$ cat src/rtl/uart_rx_vote.sv
// UART 8N1 receiver with a 2-FF synchronizer, start-bit validation,
// 3-sample majority voting per bit and framing-error / break handling.
//
// state    | meaning
// ---------+-----------------------------------------------------------
// IDLE     | line idle, waiting for a falling edge on rx_s
// START    | validating the start bit; a voted 1 at mid-bit is a false start
// DATA     | shifting in eight data bits, LSB first
// STOP     | sampling the stop bit; result decided at MID+1
// BRK_WAIT | stop bit was low; hold here until the line returns high
module uart_rx_vote #(
    parameter logic [23:0] baud_cnt_max = 24'd5207
) (
    input  logic       clk,
    input  logic       rst_n,
    input  logic       rx,
    output logic [7:0] op_data,
    output logic       op_flag,
    output logic       frame_err,
    output logic       busy
);

    localparam logic [23:0] MID = baud_cnt_max >> 1;

    localparam logic [2:0] IDLE     = 3'd0;
    localparam logic [2:0] START    = 3'd1;
    localparam logic [2:0] DATA     = 3'd2;
    localparam logic [2:0] STOP     = 3'd3;
    localparam logic [2:0] BRK_WAIT = 3'd4;

    logic        rx_meta;
    logic        rx_s;
    logic        rx_prev;
    logic [2:0]  state;
    logic [23:0] baud_cnt;
    logic [2:0]  bit_cnt;
    logic [7:0]  shift;
    logic        samp_a;
    logic        samp_b;

    logic        fall;
    logic        at_wrap;
    logic        at_vote;
    logic        vote;

    assign fall    = rx_prev & ~rx_s;
    assign at_wrap = (baud_cnt == baud_cnt_max);
    assign at_vote = (baud_cnt == MID + 24'd1);
    // third sample is the live rx_s in the MID+1 cycle, so the vote resolves there
    assign vote    = (samp_a & samp_b) | (samp_a & rx_s) | (samp_b & rx_s);
    assign busy    = (state != IDLE);

    // Synchronizer and edge-history flops reset high so reset looks like an idle line.
    always_ff @(posedge clk or negedge rst_n) begin
        if (!rst_n) begin
            rx_meta <= 1'b1;
            rx_s    <= 1'b1;
            rx_prev <= 1'b1;
        end else begin
            rx_meta <= rx;
            rx_s    <= rx_meta;
            rx_prev <= rx_s;
        end
    end

    always_ff @(posedge clk or negedge rst_n) begin
        if (!rst_n) begin
            samp_a <= 1'b0;
            samp_b <= 1'b0;
        end else begin
            if (baud_cnt == MID - 24'd1) samp_a <= rx_s;
            if (baud_cnt == MID)         samp_b <= rx_s;
        end
    end

    always_ff @(posedge clk or negedge rst_n) begin
        if (!rst_n) begin
            state     <= IDLE;
            baud_cnt  <= 24'd0;
            bit_cnt   <= 3'd0;
            shift     <= 8'h00;
            op_data   <= 8'h00;
            op_flag   <= 1'b0;
            frame_err <= 1'b0;
        end else begin
            op_flag   <= 1'b0;
            frame_err <= 1'b0;
            case (state)
                IDLE: begin
                    if (fall) begin
                        state    <= START;
                        baud_cnt <= 24'd0;
                        bit_cnt  <= 3'd0;
                    end
                end
                START: begin
                    if (at_vote && vote) begin
                        state    <= IDLE;
                        baud_cnt <= 24'd0;
                    end else if (at_wrap) begin
                        state    <= DATA;
                        baud_cnt <= 24'd0;
                        bit_cnt  <= 3'd0;
                    end else begin
                        baud_cnt <= baud_cnt + 24'd1;
                    end
                end
                DATA: begin
                    if (at_vote) shift <= {vote, shift[7:1]};
                    if (at_wrap) begin
                        baud_cnt <= 24'd0;
                        if (bit_cnt == 3'd7) begin
                            state   <= STOP;
                            bit_cnt <= 3'd0;
                        end else begin
                            bit_cnt <= bit_cnt + 3'd1;
                        end
                    end else begin
                        baud_cnt <= baud_cnt + 24'd1;
                    end
                end
                STOP: begin
                    // Leave at mid stop bit so a start bit right after it is caught.
                    if (at_vote) begin
                        baud_cnt <= 24'd0;
                        if (vote) begin
                            op_data <= shift;
                            op_flag <= 1'b1;
                            state   <= IDLE;
                        end else begin
                            frame_err <= 1'b1;
                            state     <= BRK_WAIT;
                        end
                    end else if (at_wrap) begin
                        baud_cnt <= 24'd0;
                    end else begin
                        baud_cnt <= baud_cnt + 24'd1;
                    end
                end
                BRK_WAIT: begin
                    if (rx_s) state <= IDLE;
                end
                default: state <= IDLE;
            endcase
        end
    end

endmodule

$ cat config.mk
export PLATFORM = sky130hd
export DESIGN_NAME = uart_rx_vote
export DESIGN_NICKNAME = d
export VERILOG_FILES = /design/src/rtl/uart_rx_vote.sv
export SDC_FILE = /design/constraint.sdc
export NUM_CORES = 1
export LEC_CHECK = 0
export CORE_ASPECT_RATIO = 2
export CORE_MARGIN = 1.5
export CORE_UTILIZATION = 57
export CTS_CLUSTER_DIAMETER = 100
export CTS_CLUSTER_SIZE = 12
export DETAILED_ROUTE_END_ITERATION = 8
export PLACE_DENSITY = 0.76
export SETUP_SLACK_MARGIN = 0.02
export SYNTH_ARGS = -nofsm -noshare
export SYNTH_HDL_FRONTEND = slang
export SYNTH_SLANG_ARGS = --single-unit
$ cat constraint.sdc
create_clock -name clk -period 4.1 [get_ports clk]
set_input_delay 0.615 -clock clk [delete_from_list [all_inputs] [get_ports clk]]
set_output_delay 0.615 -clock clk [all_outputs]
set_load 0.01 [all_outputs]
==> metrics.txt <==
row cnt 35; Avg Cell Area, Syn 10.1 um^2; Syn Nets 282; CP arrival 2590 ps; Max VDD drop 0.272 mV; GP Congestion 0.983; Post-CTS Hold Fix Bufs 0; setup slack at placement 1720 ps; share of cells above drive strength 1 14.3%; total CTS buffers 5; status finished, final reports clean; hold path depth 0; DIE HEIGHT 101 um; post-route ant nets 0; placed insts 327; crit-path cells or4b_1 > or4_4 > a21oi_4 > or2b_4 > o311ai_0; YS warnings 0; register area share after synthesis 48.2%; commonest non-fill, non-tap cell in the layout dfrtp_1; Max Cap Viol 0; cell area after layout 0.00299 mm^2; commonest non-fill, non-tap cells in the layout dfrtp_1 (50), nand2_1 (23), mux2_2 (18); Clock Sinks 53; IO Port Bufs 13; min-delay worst type flop to flop; CTS tree yes; grt ovf 0; fin cells 335; vias per inst 6.56; pwr dens 350 mW/mm^2; Seq cells post-synth 53; vias in the first global route 2155; Setup TNS 0 ps; CP max stage delay 550 ps; n_diodes 0; Slew headroom 44.3%; die area 0.00530 mm^2; Final period util 58.8%; Post-synth ARST share 100%; CTS root buf clkbuf_8; Register-to-Register Path Depth 5; FF-to-FF Start baud_cnt[3]; Vias 2196; CP Depth 5; setup ws final 1690 ps; DRC Markers 0; min-delay src rx_meta; worst slew pin tran 828 ps; CP max FO 15; Critical Path RT 4280 ps; DP Area 0.00289 mm^2; Hold Fails Final Rpt 0; Crit-path slowest cell or4b_1; final WL 6.14 mm; area grow syn2layout 8.16%; worst-skew pair later-pin latency 320 ps; ys flop type dfrtp_1; WP buf/inv 0; Post-synth EDFFs 0; DIE WIDTH 52.2 um; total power 1.05 mW; CP startpoint kind flop; GRT Overall Usage 26.0%; clk buf depth 2; largest net degree at the start of global routing 54; Initial Utilization 59.5%; HPWL after DPL 4.39 mm; Nets 287; Netlist Area Pre-Place 0.00276 mm^2; Core Util, Final 64.3%; critical path's top delay family simple AND/OR/NAND/NOR gates; DR WL/cell 18.3 um; first-pass GRT wire length 10.2 mm; RSZ-0062 raised after global routing no; max-slew violation count 0; Synth Instances 274; CP Class flop to flop; clock-pin slew on the worst setup and hold paths 100 ps; Clock Skew 9.23 ps; DR pass1 iterations 4; setup bufs post-CTS 0; Max Freq 415 MHz; H-tree depth 2; PostCTS Resize Cnt 0; antenna violations before repair 0; core area 0.00464 mm^2; post-route minimum period 2410 ps; Worst Setup SP baud_cnt[3]; crit end category flop; # IOs 14; DRT iter0 DRCs 73; synth unique cells 54; final setup fails 0; worst hold slack 363 ps; Lkg Pwr 1.32 nW
==> kinds of logic (layout without fill, tap and decap cells) <==
family / Yosys count / in the layout / share of synthesized area (%)
xor gates and xnor gates: 4 / 4 / 1.27
DFF: 53 / 53 / 48.2
AOI/OAI and AO/OA: 57 / 57 / 14.9
and+or+nand+nor: 111 / 111 / 22.0
muxes: 18 / 18 / 7.34
adders and majority gates: 6 / 6 / 2.63
buffers and inverters: 25 / 31 / 3.76
==> worst reg2reg max path: cells and delay by family, from the launching register on <==
kind | cells | cell delay (ps)
and+or+nand+nor | 3 | 1380
DFF | 1 | 470
AOI/OAI and AO/OA | 2 | 440
==> synthesized netlist by cell type (2+ instances only) <==
library cell | number | area share [%]
dfrtp_1 | 50 | 45
nand2_1 | 23 | 3.1
mux2_2 | 18 | 7.3
o21ai_0 | 16 | 2.9
clkbuf_1 | 13 | 1.8
nor2_1 | 13 | 1.8
nor3_1 | 13 | 2.4
nand3_1 | 11 | 2.0
nor4_1 | 10 | 2.3
and3_1 | 9 | 2.0
inv_1 | 9 | 1.2
a22o_1 | 8 | 2.5
nand4_1 | 8 | 1.8
o31ai_1 | 6 | 1.6
a22oi_1 | 5 | 1.4
ha_1 | 5 | 2.3
nand2b_1 | 5 | 1.1
dfstp_2 | 3 | 2.9
or2_2 | 3 | 0.68
xnor2_1 | 3 | 0.95
a21o_1 | 2 | 0.54
a21oi_1 | 2 | 0.36
a31o_2 | 2 | 0.63
a31oi_1 | 2 | 0.45
a32oi_1 | 2 | 0.63
and4_1 | 2 | 0.63
buf_2 | 2 | 0.36
nor3b_1 | 2 | 0.54
or3_1 | 2 | 0.45
==> power breakdown <==
part | internal (mW) | switching [mW]
Clock | 0.124 | 0.186
Combinational | 0.0537 | 0.0640
Sequential | 0.556 | 0.0635
Total | 0.733 | 0.313
==> state kept, by name, summed over array words and instances (netlist names) <==
register / flops
baud_cnt: 24
op_data: 8
shift: 8
bit_cnt: 3
state: 3
frame_err: 1
op_flag: 1
rx_meta: 1
rx_prev: 1
rx_s: 1
samp_a: 1
samp_b: 1
==> final cells by class <==
class	count	area, um^2
sequential	53	1330
tap	55	68.8
multi-input combinational	196	1330
clock inverter	3	25.0
inverter	9	33.8
fill	416	1660
timing repair buffer	14	133
clock buffer	5	68.8
==> metal layers <==
metal	GRT usage [%]	share of wire [%]	vias to the layer above
met1	26.8	37	1090
met5	0	0	-
met3	3.24	2.9	19
met2	49.0	56	58
li1	-	-	1029
met4	13.0	3.9	0
==> worst paths after layout <==
path | slack, ps | to
min in group asynchronous | 420 | op_data[4]
hold reg to reg | 360 | rx_s
max in group asynchronous | 3220 | bit_cnt[0]
setup / recovery | 1690 | baud_cnt[14]
setup reg to reg | 1690 | baud_cnt[14]
hold / removal | 360 | rx_s
Power figures use the tool's default switching activity.
